===== src/rtl/feature_loader_pkg.sv =====
// Shared types and defaults for the feature stream loader.
package feature_loader_pkg;

    typedef enum logic [1:0] {
        LOAD   = 2'd0,
        SETTLE = 2'd1,
        OUT    = 2'd2
    } state_t;

    localparam int DEF_NUM_A         = 6;
    localparam int DEF_WIDTH_A       = 4;
    localparam int DEF_OUTWIDTH      = 2;
    localparam int DEF_SETTLE_CYCLES = 4;
    localparam int IDX_W             = 16;

endpackage


===== src/rtl/fl_settle_timer.sv =====
// Counts SETTLE_CYCLES clocks after a start pulse; done is high in the cycle
// before the SETTLE_CYCLES-th edge so the consumer captures on that edge.
module fl_settle_timer
    import feature_loader_pkg::*;
#(
    parameter int SETTLE_CYCLES = DEF_SETTLE_CYCLES
) (
    input  logic clk,
    input  logic rst_n,
    input  logic start,
    output logic done
);

    logic [7:0] cnt_r;

    // Load on start, then count down to zero.
    always_ff @(posedge clk) begin
        if (!rst_n) begin
            cnt_r <= 8'd0;
        end else if (start) begin
            cnt_r <= 8'(SETTLE_CYCLES);
        end else if (cnt_r != 8'd0) begin
            cnt_r <= cnt_r - 8'd1;
        end else begin
            cnt_r <= cnt_r;
        end
    end

    assign done = (cnt_r == 8'd1);

endmodule


===== src/rtl/feature_stream_loader.sv =====
// Collects NUM_A feature beats into a packed vector, waits for the classifier
// to settle, and presents the captured class. Option: FEATURE_LOADER_LAST_CHECK_EN.
module feature_stream_loader
    import feature_loader_pkg::*;
#(
    parameter int NUM_A         = DEF_NUM_A,
    parameter int WIDTH_A       = DEF_WIDTH_A,
    parameter int OUTWIDTH      = DEF_OUTWIDTH,
    parameter int SETTLE_CYCLES = DEF_SETTLE_CYCLES
) (
    input  logic                       clk,
    input  logic                       rst_n,
    input  logic                       s_valid,
    output logic                       s_ready,
    input  logic [WIDTH_A-1:0]         s_data,
`ifdef FEATURE_LOADER_LAST_CHECK_EN
    input  logic                       s_last,
`endif
    output logic [NUM_A*WIDTH_A-1:0]   inp,
    input  logic [OUTWIDTH-1:0]        cls_in,
    output logic                       m_valid,
    input  logic                       m_ready,
    output logic [OUTWIDTH-1:0]        m_class,
    output logic [IDX_W-1:0]           m_index,
    output logic                       err_framing
);

    localparam int CW = (NUM_A > 1) ? $clog2(NUM_A) : 1;

    state_t                     state_r;
    logic [CW-1:0]              feat_cnt_r;
    logic [NUM_A*WIDTH_A-1:0]   inp_r;
    logic                       m_valid_r;
    logic [OUTWIDTH-1:0]        m_class_r;
    logic [IDX_W-1:0]           m_index_r;

    logic accept_s;
    logic last_beat_s;
    logic start_s;
    logic done_s;
`ifdef FEATURE_LOADER_LAST_CHECK_EN
    logic err_framing_r;
    logic drop_s;
    logic miss_s;
`endif

    // Beat acceptance and framing decode.
    always_comb begin
        accept_s    = s_valid & s_ready;
        last_beat_s = (feat_cnt_r == CW'(NUM_A - 1));
`ifdef FEATURE_LOADER_LAST_CHECK_EN
        drop_s      = accept_s & s_last & ~last_beat_s;
        miss_s      = accept_s & last_beat_s & ~s_last;
`endif
        start_s     = accept_s & last_beat_s;
    end

    fl_settle_timer #(
        .SETTLE_CYCLES (SETTLE_CYCLES)
    ) u_settle (
        .clk   (clk),
        .rst_n (rst_n),
        .start (start_s),
        .done  (done_s)
    );

    // Main FSM: packing, settle wait and result handshake.
    always_ff @(posedge clk) begin
        if (!rst_n) begin
            state_r       <= LOAD;
            feat_cnt_r    <= '0;
            inp_r         <= '0;
            m_valid_r     <= 1'b0;
            m_class_r     <= '0;
            m_index_r     <= '0;
`ifdef FEATURE_LOADER_LAST_CHECK_EN
            err_framing_r <= 1'b0;
`endif
        end else begin
            case (state_r)
                LOAD: begin
                    if (accept_s) begin
                        for (int k = 0; k < NUM_A; k++) begin
                            if (feat_cnt_r == CW'(k)) begin
                                inp_r[k*WIDTH_A +: WIDTH_A] <= s_data;
                            end
                        end
`ifdef FEATURE_LOADER_LAST_CHECK_EN
                        // Early s_last abandons the partial sample; stale slices remain.
                        if (drop_s) begin
                            feat_cnt_r    <= '0;
                            err_framing_r <= 1'b1;
                        end else if (last_beat_s) begin
                            feat_cnt_r <= '0;
                            state_r    <= SETTLE;
                            if (miss_s) begin
                                err_framing_r <= 1'b1;
                            end
                        end else begin
                            feat_cnt_r <= feat_cnt_r + CW'(1);
                        end
`else
                        if (last_beat_s) begin
                            feat_cnt_r <= '0;
                            state_r    <= SETTLE;
                        end else begin
                            feat_cnt_r <= feat_cnt_r + CW'(1);
                        end
`endif
                    end
                end
                SETTLE: begin
                    if (done_s) begin
                        m_class_r <= cls_in;
                        m_valid_r <= 1'b1;
                        state_r   <= OUT;
                    end
                end
                OUT: begin
                    if (m_ready) begin
                        m_valid_r <= 1'b0;
                        m_index_r <= m_index_r + 16'd1;
                        state_r   <= LOAD;
                    end
                end
                default: begin
                    state_r    <= LOAD;
                    feat_cnt_r <= '0;
                    m_valid_r  <= 1'b0;
                end
            endcase
        end
    end

    assign s_ready = (state_r == LOAD) & rst_n;
    assign inp     = inp_r;
    assign m_valid = m_valid_r;
    assign m_class = m_class_r;
    assign m_index = m_index_r;
`ifdef FEATURE_LOADER_LAST_CHECK_EN
    assign err_framing = err_framing_r;
`else
    assign err_framing = 1'b0;
`endif

endmodule


===== config.mk =====
export PLATFORM = sky130hd
export DESIGN_NAME = feature_stream_loader
export DESIGN_NICKNAME = d
export VERILOG_FILES = /design/src/rtl/feature_loader_pkg.sv /design/src/rtl/fl_settle_timer.sv /design/src/rtl/feature_stream_loader.sv
export SDC_FILE = /design/constraint.sdc
export NUM_CORES = 1
export LEC_CHECK = 0
export ABC_AREA = 1
export CORE_ASPECT_RATIO = 0.6
export CORE_MARGIN = 4
export CORE_UTILIZATION = 54
export CTS_BUF_LIST = sky130_fd_sc_hd__clkbuf_16
export DETAILED_ROUTE_END_ITERATION = 8
export GPL_TIMING_DRIVEN = 0
export HOLD_SLACK_MARGIN = 0.03
export PLACE_DENSITY = 0.92
export SLEW_MARGIN = 15
export SYNTH_ARGS = -nofsm -noshare
export SYNTH_HDL_FRONTEND = slang
export SYNTH_SLANG_ARGS = --single-unit

===== constraint.sdc =====
create_clock -name clk -period 2.1 [get_ports clk]
set_input_delay 0.42 -clock clk [delete_from_list [all_inputs] [get_ports clk]]
set_output_delay 0.42 -clock clk [all_outputs]
set_load 0.01 [all_outputs]

==> flow_metrics.py, run 1 <==
metrics = {
    "status": {
        "run_status": "completed",
    },
    "floorplanning": {
        "die-area_um2": 5830,
        "die_y_um": 60.8,
        "core_um2": 4280,
        "std_cell_rows": 18,
        "design.portCount": 55,
        "die_width_um": 96.0,
        "start_util_pct": 58.6,
    },
    "worst_setup_path": {
        "r2r_cells": 10,
        "timing.critical_path.from_type": "primary input",
        "crit_arrival_ns": 1.61,
        "cp_data_required_time_ns": 1.68,
        "critical_path.max_stage_delay_ns": 0.52,
        "endpoint_kind": "output port",
        "cp_slowest_cell": "clkdlybuf4s50_1",
        "crit_fanout": 10,
        "critPathKind": "primary input to output port",
        "critical_path.cell_chain": "clkdlybuf4s15_1, clkbuf_8, nand2_1, inv_1, clkdlybuf4s50_1",
    },
    "synth": {
        "yosys-mux-area-fraction_pct": 0,
        "ys_types": 24,
        "fraction_of_the_mapped_netlist_area_in_adder_cells_pct": 4.49,
        "synth-simple-area-share_pct": 29.8,
        "synth.net_count": 382,
        "syn_avg_cell_area_um2": 6.90,
        "synth_warnings": 0,
        "synth_sequential_area_ratio_pct": 44.7,
        "synth-xor-area-share_pct": 1.05,
        "syn-instance-count": 363,
        "netlist_area_before_placement_um2": 2510,
        "synth_compound_gate_area_share_pct": 11.1,
        "dominant_combinational_cell_family_by_area_after_synthesis": "simple AND/OR/NAND/NOR gates",
        "postSynthRegisterBits": 56,
    },
    "run": {
        "max_cap_viol_count": 0,
    },
    "clock_tree": {
        "clock_tree.buffer_depth": 2,
        "ctsResizeCount": 5,
        "number_of_buffers_created_by_cts": 5,
        "clock_tree.htree_level_count": 2,
        "cts_sinks": 56,
        "worst_skew_pair.late_latency_ns": 0.29,
        "post-cts-setup-buffers": 0,
        "ctsRootBufferMaster": "clkbuf_16",
        "tritoncts_clock_tree": "built",
        "clk_transition_reported_paths_ns": 0.07,
        "cts_hold_repair.buffers": 0,
    },
    "sta": {
        "clock-skew-final_ns": 0.00518,
        "post-route-period-util_pct": 96.8,
        "hold_viol_final": 0,
        "rsz0062_at_grt": "no",
        "finalCriticalPeriod_ns": 2.03,
        "worst-slew-pin-transition_ns": 0.510,
        "setup-violations-final": 0,
        "drv_slew": 0,
        "total_neg_setup_slack_ns": 0,
        "worst_slew_margin_rel_pct": 66.0,
        "achievable-frequency_ghz": 0.492,
        "hold_ws_ns": 0.465,
    },
    "grt": {
        "grt_start_max_net_pins": 18,
        "grt-ovfl-total": 0,
        "first_global_vias": 2367,
        "first_pass_grt_wire_length_um": 10500,
        "global_route.usage.total_pct": 23.2,
        "grt_antenna_before_repair": 0,
    },
    "routing": {
        "drt_pass_1_iters": 6,
        "routedWlPerCell_um": 13.1,
        "antenna_violating_nets_post_route": 0,
        "drc": 0,
        "via_per_inst": 5.17,
        "wl_um": 6340,
        "initialDrtViolationCount": 211,
        "vias": 2502,
    },
    "cells_and_area": {
        "finalNonFillerCells": 484,
        "combined_flip_flop_and_latch_cell_area_um2": 1120,
        "layout.filler_cells": 308,
        "fin_nets": 442,
        "drive_above_1_share_pct": 4.72,
        "area_delta_synth_final_pct": 31.8,
        "antenna-diode-count": 0,
        "multi_input_area_um2": 1180,
        "postLayoutCellArea_um2": 3300,
    },
    "pwr": {
        "vdd_drop_max_mv": 0.770,
        "cellLeakagePower_nw": 1.37,
        "power.share.sequential_pct": 44.7,
        "p_sw_share_pct": 28.6,
        "clockPowerShare_pct": 35.2,
        "power.share.combinational_pct": 20.1,
        "cellPowerDensity_nw_per_um2": 805,
        "total_switching_power_w": 0.000761,
        "power.total_w": 0.00266,
        "internal_power_w": 0.00190,
    },
    "worst_hold_path": {
        "hold_class": "register to register",
        "timing.hold.worst_path_depth": 2,
    },
    "placed_design": {
        "dpl.hpwl_um": 4750,
        "dp.cells": 476,
        "post_dp_cell_area_um2": 3110,
        "routabilityCongestion": 0.854,
        "io_buffer_count": 53,
    },
}
worst paths after layout:
path | start | end | slack [ns]
worst min-delay path | inp[21]$_SDFFE_PN0P_ | inp[21]$_SDFFE_PN0P_ | 0.46
worst max register to register | state_r[0]$_SDFFE_PN0P_ | m_index[12]$_SDFFE_PN0P_ | 0.45
worst min register to register | inp[21]$_SDFFE_PN0P_ | inp[21]$_SDFFE_PN0P_ | 0.46
worst max-delay path | rst_n | s_ready | 0.07
cells by family after synthesis:
logic type,Yosys count
other,1
adder cells (fa/ha/maj),9
flip-flops,56
AO/OA/AOI/OAI,54
buffers and inverters,57
AND/OR/NAND/NOR,183
XOR/XNOR,3
stage by stage:
step | worst slack, ns | utilization, %
floorplan | 0.694 | -
finish | 0.0663 | 77.2
detailed placement | -0.483 | 72.7
global route | 0.00476 | 77.2
CTS | 0.0175 | 76.9
global placement | -0.474 | 72.7
routing by layer:
metal / part of all wire (%) / track usage (%)
met1: 44 / 29.3
met2: 47 / 39.7
met3: 7.5 / 4.83
met4: 1.6 / 8.70
met5: 0 / 0
layout make-up:
cell class	count	area share (%)
Clock inverter	3	1.29
Clock buffer	5	3.79
Timing Repair Buffer	53	16.1
Buffer	6	1.10
Multi-Input combinational cell	250	35.7
Sequential cell	56	34.0
Tap cell	60	2.27
Inverter	51	5.80
critical path, delay by kind of cell:
family        cells  cell delay (ns)
buf+inv           4             1.13
simple gates      1             0.06
synthesized netlist by cell type:
library cell	number	area share, %
nor2_1	96	14
dfxtp_1	56	45
nand2_1	56	8.4
inv_1	48	7.2
o21ai_0	33	6.6
a21oi_1	17	3.4
nand3_1	14	2.8
ha_1	9	4.5
nor3_1	7	1.4
clkbuf_1	5	0.75
nor2_2	5	1.2
clkinv_1	2	0.30
nand4_1	2	0.50
o21a_1	2	0.60
xnor2_1	2	0.70
a211oi_1	1	0.30
a31oi_1	1	0.25
buf_4	1	0.30
conb_1	1	0.15
inv_2	1	0.15
nand3_2	1	0.40
nor3_2	1	0.40
or2_2	1	0.25
xor2_1	1	0.35
layout by cell type, fill, tap and decap left out, types with 3 or more instances in the layout:
cell	instances
clkinv_1	3
nand2_1	56
clkdlybuf4s50_1	52
a21oi_1	17
nor2_2	5
inv_1	47
nor3_1	7
nand3_1	14
dfxtp_1	56
o21ai_0	33
clkbuf_16	5
ha_1	8
clkbuf_1	4
nor2_1	96
power groups by stage:
stage | Sequential (W) | Clock (W) | Combinational (W)
6_report | 0.00119 | 0.000934 | 0.000535
2_1_floorplan | 0.00120 | 0 | 0.000358
5_1_grt | 0.00119 | 0.000983 | 0.000600
3_3_place_gp | 0.00120 | 0 | 0.000468
4_1_cts | 0.00118 | 0.000943 | 0.000523
3_5_place_dp | 0.00121 | 0 | 0.000512
registers in the layout, summed over array words and instances (netlist names):
signal	count
inp	24
m_index	16
u_settle.cnt_r	8
feat_cnt_r	3
m_class	2
state_r	2
m_valid	1
Note: power is estimated with default switching activity, not from simulation.
==> run 2: changes to the inputs <==
==> constraint.sdc (replaced) <==
create_clock -name clk -period 2.1 [get_ports clk]
set_input_delay 0.42 -clock clk [delete_from_list [all_inputs] [get_ports clk]]
set_output_delay 0.42 -clock clk [all_outputs]
set_load 0.1 [all_outputs]
==> run 2 against run 1 <==
Die area unchanged. Via count decreased by 0.88%. Register-to-register slack got worse by 0.13 ns. Utilization decreased by 1.6 points. Flip-flop and latch count unchanged. Global-route usage about the same. First-iteration DRC count decreased by 3.3%. Non-clock buffer count unchanged. Maximum frequency increased by 1.6%. Clock power about the same. Critical path depth decreased by 4.
==> flow_metrics.py, run 2 (synthesized netlist as in run 1, its figures left out) <==
metrics = {
    "floorplanning": {
        "core_um2": 4280,
        "die_width_um": 96.0,
        "die_y_um": 60.8,
        "design.portCount": 55,
        "die-area_um2": 5830,
        "std_cell_rows": 18,
        "start_util_pct": 58.6,
    },
    "clock_tree": {
        "cts_sinks": 56,
        "tritoncts_clock_tree": "built",
        "clk_transition_reported_paths_ns": 0.07,
        "clock_tree.buffer_depth": 2,
        "cts_hold_repair.buffers": 0,
        "post-cts-setup-buffers": 0,
        "ctsRootBufferMaster": "clkbuf_16",
        "number_of_buffers_created_by_cts": 5,
        "clock_tree.htree_level_count": 2,
        "worst_skew_pair.late_latency_ns": 0.29,
    },
    "sta": {
        "rsz0062_at_grt": "no",
        "achievable-frequency_ghz": 0.500,
        "worst_slew_margin_rel_pct": 35.0,
        "finalCriticalPeriod_ns": 2.00,
        "post-route-period-util_pct": 95.3,
        "hold_viol_final": 0,
        "clock-skew-final_ns": 0.00666,
        "worst-slew-pin-transition_ns": 0.979,
        "drv_slew": 0,
        "setup-violations-final": 0,
    },
    "routing": {
        "via_per_inst": 5.12,
        "initialDrtViolationCount": 204,
        "drc": 0,
        "vias": 2480,
        "antenna_violating_nets_post_route": 0,
        "wl_um": 6300,
        "drt_pass_1_iters": 4,
        "routedWlPerCell_um": 13.0,
    },
    "grt": {
        "first_global_vias": 2356,
        "global_route.usage.total_pct": 23.2,
        "grt_start_max_net_pins": 18,
        "first_pass_grt_wire_length_um": 10500,
        "grt-ovfl-total": 0,
        "grt_antenna_before_repair": 0,
    },
    "placed_design": {
        "routabilityCongestion": 0.854,
        "io_buffer_count": 53,
        "post_dp_cell_area_um2": 3110,
        "dpl.hpwl_um": 4750,
    },
    "pwr": {
        "cellPowerDensity_nw_per_um2": 851,
        "vdd_drop_max_mv": 0.774,
        "cellLeakagePower_nw": 1.58,
    },
    "cells_and_area": {
        "finish.utilization_pct": 75.6,
        "most-common-layout-cells": "nor2_1 (96), nand2_1 (56), dfxtp_1 (56), inv_1 (48), dlygate4sd2_1 (43)",
        "antenna-diode-count": 0,
        "drive_above_1_share_pct": 4.48,
        "flip_flop_count_of_the_largest_register_all_copies_and_words_added": 24,
        "area_delta_synth_final_pct": 29.0,
        "layout.filler_cells": 335,
        "layout_commonest_cell": "nor2_1",
        "fin_nets": 442,
        "combined_flip_flop_and_latch_cell_area_um2": 1120,
        "multi_input_area_um2": 1170,
        "postLayoutCellArea_um2": 3230,
    },
    "worst_setup_path": {
        "crit_arrival_ns": 1.58,
        "cp_slowest_cell": "dlygate4sd2_1",
        "timing.critical_path.from_type": "register",
        "critical_path.max_stage_delay_ns": 0.88,
        "critPathKind": "register to output port",
        "cp_data_required_time_ns": 1.68,
        "worst-path-buf-inv": 1,
        "critPathTopFamily": "buffers and inverters",
        "endpoint_kind": "output port",
        "critical_path.cell_chain": "dlygate4sd2_1",
        "crit_fanout": 4,
    },
    "worst_hold_path": {
        "hold_class": "register to register",
    },
    "run": {
        "max_cap_viol_count": 0,
    },
    "status": {
        "run_status": "completed",
    },
}
==> run 2: layout make-up <==
cell class,instances,area share (%)
multi-input combinational,250,36.1
sequential,56,34.7
timing repair buffer,53,14.9
inverter,51,5.92
clock buffer,5,3.87
tap,60,2.32
clock inverter,3,1.32
buffer,6,0.929
==> run 2: worst paths after layout <==
kind,start,end,slack [ns],cells after the start
setup / recovery,m_index[7]$_SDFFE_PN0P_,m_index[7],0.1,1
setup reg to reg,state_r[0]$_SDFFE_PN0P_,u_settle.cnt_r[7]$_SDFFE_PP0P_,0.32,7
hold / removal,inp[21]$_SDFFE_PN0P_,inp[21]$_SDFFE_PN0P_,0.46,2
hold reg to reg,inp[21]$_SDFFE_PN0P_,inp[21]$_SDFFE_PN0P_,0.46,2
==> run 2: power by group <==
part	switching, W	internal [W]	total (W)
sequential	0.0000569	0.00113	0.00119
combinational	0.000434	0.000194	0.000628
clock	0.000374	0.000561	0.000935
total	0.000865	0.00189	0.00275
==> run 2: metrics by stage <==
| step | worst slack (ns) | TNS [ns] | instances | total power (W) | hold WS, ns |
|---|---|---|---|---|---|
| after floorplan | 0.103 | 0 | 363 | 0.00166 | 0.456 |
| after global placement | -1.07 | -1.07 | 476 | 0.00178 | 0.448 |
| final | 0.0993 | 0 | 484 | 0.00275 | 0.464 |
| after CTS | 0.0205 | 0 | 484 | 0.00275 | 0.462 |
| after detailed placement | -1.08 | -1.08 | 476 | 0.00182 | 0.458 |
| after global routing | 0.0594 | 0 | 484 | 0.00287 | 0.494 |
==> run 2: what timing repair did <==
item	CTS	global route
cloned	0	0
resized for setup	52	2
endpoints found under the setup margin	44	1
==> run 2: per-layer routing <==
| layer | vias up | GRT usage (%) | wire length (um) |
|---|---|---|---|
| li1 | 1244 | - | - |
| met3 | 16 | 4.83 | 418 |
| met5 | - | 0 | 0 |
| met4 | 0 | 9.31 | 126 |
| met2 | 95 | 39.2 | 2890 |
| met1 | 1125 | 29.4 | 2860 |
==> run 3: changes to the inputs <==
--- a/config.mk
+++ b/config.mk
@@ -5,7 +5,6 @@
 export SDC_FILE = /design/constraint.sdc
 export NUM_CORES = 1
 export LEC_CHECK = 0
-export ABC_AREA = 1
 export CORE_ASPECT_RATIO = 0.6
 export CORE_MARGIN = 4
 export CORE_UTILIZATION = 54
@@ -13,7 +12,7 @@
 export DETAILED_ROUTE_END_ITERATION = 8
 export GPL_TIMING_DRIVEN = 0
 export HOLD_SLACK_MARGIN = 0.03
-export PLACE_DENSITY = 0.92
+export PLACE_DENSITY = 0.93
 export SLEW_MARGIN = 15
 export SYNTH_ARGS = -nofsm -noshare
 export SYNTH_HDL_FRONTEND = slang
==> run 3 against run 2 <==
Synthesized cell count is 26% lower. Cell count is 20% lower. First-iteration DRC count fell by 45%. Combinational power fell by 3%. Critical path depth up 3. Maximum frequency down 2.3%. Largest cell class unchanged.
==> flow_metrics.py, run 3 <==
metrics = {
    "sta": {
        "clock-skew-final_ns": 0.00474,
        "drv_slew": 0,
        "rsz0062_at_grt": "no",
        "hold_viol_final": 0,
        "setup-violations-final": 0,
        "finalCriticalPeriod_ns": 2.05,
        "post-route-period-util_pct": 97.5,
        "worst_slew_margin_rel_pct": 34.2,
        "worst-slew-pin-transition_ns": 0.992,
        "hold_ws_ns": 0.480,
        "final.setup.worst_slack_ns": 0.0526,
        "achievable-frequency_ghz": 0.488,
    },
    "pwr": {
        "clockPowerShare_pct": 38.9,
        "power.share.sequential_pct": 41.1,
        "internal_power_w": 0.00218,
        "cellLeakagePower_nw": 1.47,
        "vdd_drop_max_mv": 0.572,
        "power.share.combinational_pct": 20.1,
        "total_switching_power_w": 0.000846,
        "p_sw_share_pct": 27.9,
        "cellPowerDensity_nw_per_um2": 934,
    },
    "clock_tree": {
        "worst_skew_pair.late_latency_ns": 0.29,
        "clock_tree.buffer_depth": 2,
        "clk_transition_reported_paths_ns": 0.07,
        "cts_hold_repair.buffers": 0,
        "cts_sinks": 56,
        "number_of_buffers_created_by_cts": 5,
        "tritoncts_clock_tree": "built",
        "ctsRootBufferMaster": "clkbuf_16",
        "clock_tree.htree_level_count": 2,
    },
    "worst_hold_path": {
        "hold_class": "register to register",
    },
    "worst_setup_path": {
        "crit_end": "s_ready",
        "crit_fanout": 10,
        "crit_arrival_ns": 1.63,
        "critPathKind": "primary input to output port",
        "cp_data_required_time_ns": 1.68,
        "endpoint_kind": "output port",
        "critical_path.reg2reg.startpoint": "state_r[0]$_SDFFE_PN0P_",
        "timing.critical_path.from_type": "primary input",
        "r2r_cells": 6,
        "startpoint": "rst_n",
        "timing.reg2reg.setup_slack_ns": 0.13,
        "worst_r2r_endpoint": "state_r[0]$_SDFFE_PN0P_",
    },
    "cells_and_area": {
        "layout_commonest_cell": "nor2_1",
        "most-common-layout-cells": "nor2_1 (53), dfxtp_1 (46), dlygate4sd2_1 (43), mux2i_1 (31), xnor2_1 (13)",
        "postLayoutCellArea_um2": 3240,
        "layout.filler_cells": 326,
        "drive_above_1_share_pct": 9.15,
        "antenna-diode-count": 0,
        "multi_input_area_um2": 1260,
        "fin_nets": 346,
        "finalNonFillerCells": 388,
        "flip_flop_count_of_the_largest_register_all_copies_and_words_added": 24,
        "area_delta_synth_final_pct": 32.1,
        "combined_flip_flop_and_latch_cell_area_um2": 1130,
    },
    "routing": {
        "wl_um": 6030,
        "vias": 2096,
        "antenna_violating_nets_post_route": 0,
        "via_per_inst": 5.40,
        "initialDrtViolationCount": 113,
        "drt_pass_1_iters": 4,
        "drc": 0,
        "routedWlPerCell_um": 15.5,
    },
    "synth": {
        "synth_area_leader_cell": "dfxtp_1",
        "syn_avg_cell_area_um2": 9.18,
        "ys_types": 39,
        "post_synth_edffs": 0,
        "netlist_area_before_placement_um2": 2450,
        "yosys.cell_count.top_type": "dfxtp_1",
        "synth_warnings": 0,
        "synth_sequential_area_ratio_pct": 45.7,
        "ys_dominant_reg_cell": "dfxtp_1",
        "synth.net_count": 286,
        "postSynthRegisterBits": 56,
        "postSynth.asyncResetShare_pct": 0,
        "synth_commonest_cells": "dfxtp_1 (56), nor2_1 (53), mux2i_1 (31), xnor2_1 (13), nand2_1 (12)",
        "synth.top_cell.area_share_pct": 45.7,
        "syn-instance-count": 267,
        "synth_top_cells_by_area": "dfxtp_1 (46%), mux2i_1 (13%), nor2_1 (8.1%), xnor2_1 (4.6%), ha_1 (4.6%)",
    },
    "status": {
        "run_status": "completed",
    },
    "floorplanning": {
        "core_um2": 4230,
        "std_cell_rows": 18,
        "die-area_um2": 5720,
        "start_util_pct": 57.9,
        "design.portCount": 55,
        "die_y_um": 60.2,
        "die_width_um": 95,
    },
    "placed_design": {
        "dp.cells": 380,
        "routabilityCongestion": 0.841,
        "io_buffer_count": 53,
        "post_dp_cell_area_um2": 3070,
        "dpl.hpwl_um": 4150,
        "placement.setup.worst_slack_ns": -0.981,
    },
    "grt": {
        "grt_start_max_net_pins": 18,
        "grt_antenna_before_repair": 0,
        "global_route.usage.total_pct": 22.5,
        "first_global_vias": 2065,
        "grt-ovfl-total": 0,
        "first_pass_grt_wire_length_um": 9800,
    },
    "run": {
        "max_cap_viol_count": 0,
    },
}
## run 3: changes by cell type in the layout (fill, tap and decap cells not counted), sizes merged, moves of 4 or more
cell	change
nand2	-44
mux2i	+31
nor4	+5
xnor2	+11
nand2b	+8
nand4	+5
nor2	-48
or3	+4
o21ai	-30
a21oi	-9
inv	-38
nand3	-5
clkinv	-4
## run 3: what timing repair did
action	CTS	global route
setup buffers	0	0
gates resized for setup	50	2
setup endpoints to repair	44	3
## run 3: through the flow
step	setup TNS, ns	util, %	total power, W
2_1_floorplan	0	-	0.00171
3_3_place_gp	-1.18	72.5	0.00183
3_5_place_dp	-1.36	72.5	0.00186
4_1_cts	0	76.3	0.00303
5_1_grt	0	76.5	0.00317
6_report	0	76.5	0.00303
## run 3: how the worst min path moves through the flow
stage,start,endpoint,slack [ns],cells after the start
after global placement,m_index[15]$_SDFFE_PN0P_,m_index[15]$_SDFFE_PN0P_,0.45,2
after CTS,m_index[15]$_SDFFE_PN0P_,m_index[15]$_SDFFE_PN0P_,0.48,2
final,m_index[15]$_SDFFE_PN0P_,m_index[15]$_SDFFE_PN0P_,0.48,2
after detailed placement,m_index[15]$_SDFFE_PN0P_,m_index[15]$_SDFFE_PN0P_,0.48,2
after floorplan,state_r[0]$_SDFFE_PN0P_,state_r[0]$_SDFFE_PN0P_,0.45,2
after global routing,m_index[15]$_SDFFE_PN0P_,m_index[15]$_SDFFE_PN0P_,0.51,2
## run 3: area by class of cell
type                       count  share of cell area [%]
multi-input combinational    191                    38.8
timing repair buffer          53                    14.7
inverter                      11                    1.27
buffer                         9                    1.24
sequential                    56                    35.0
clock inverter                 3                    2.78
tap                           60                    2.32
clock buffer                   5                    3.86
## run 3: power by group through the flow
stage / Sequential (W) / Clock (W) / Combinational, W
finish: 0.00124 / 0.00118 / 0.000608
global route: 0.00126 / 0.00124 / 0.000676
CTS: 0.00124 / 0.00119 / 0.000605
detailed placement: 0.00126 / 0 / 0.000598
global placement: 0.00126 / 0 / 0.000570
floorplan: 0.00129 / 0 / 0.000418
## run 3: layer usage
metal	global-route usage, %	vias up	routed length, um
met4	6.98	0	97
met2	35.5	90	2640
met3	8.30	13	545
met1	28.8	973	2750
met5	0	-	0
li1	-	1020	-
## run 3: kinds of logic after synthesis
family,share of synthesized area [%]
AND/OR/NAND/NOR,22.6
flip-flops,45.7
other,0.153
XOR/XNOR,6.07
AO/OA/AOI/OAI,5.00
adder cells (fa/ha/maj),4.59
multiplexers,12.7
buffers and inverters,3.27
## run 3: worst max-delay path: stages
cell	delay, ns
clkdlybuf4s50_1	0.55
buf_2	0.25
and2_1	0.18
buf_6	0.23
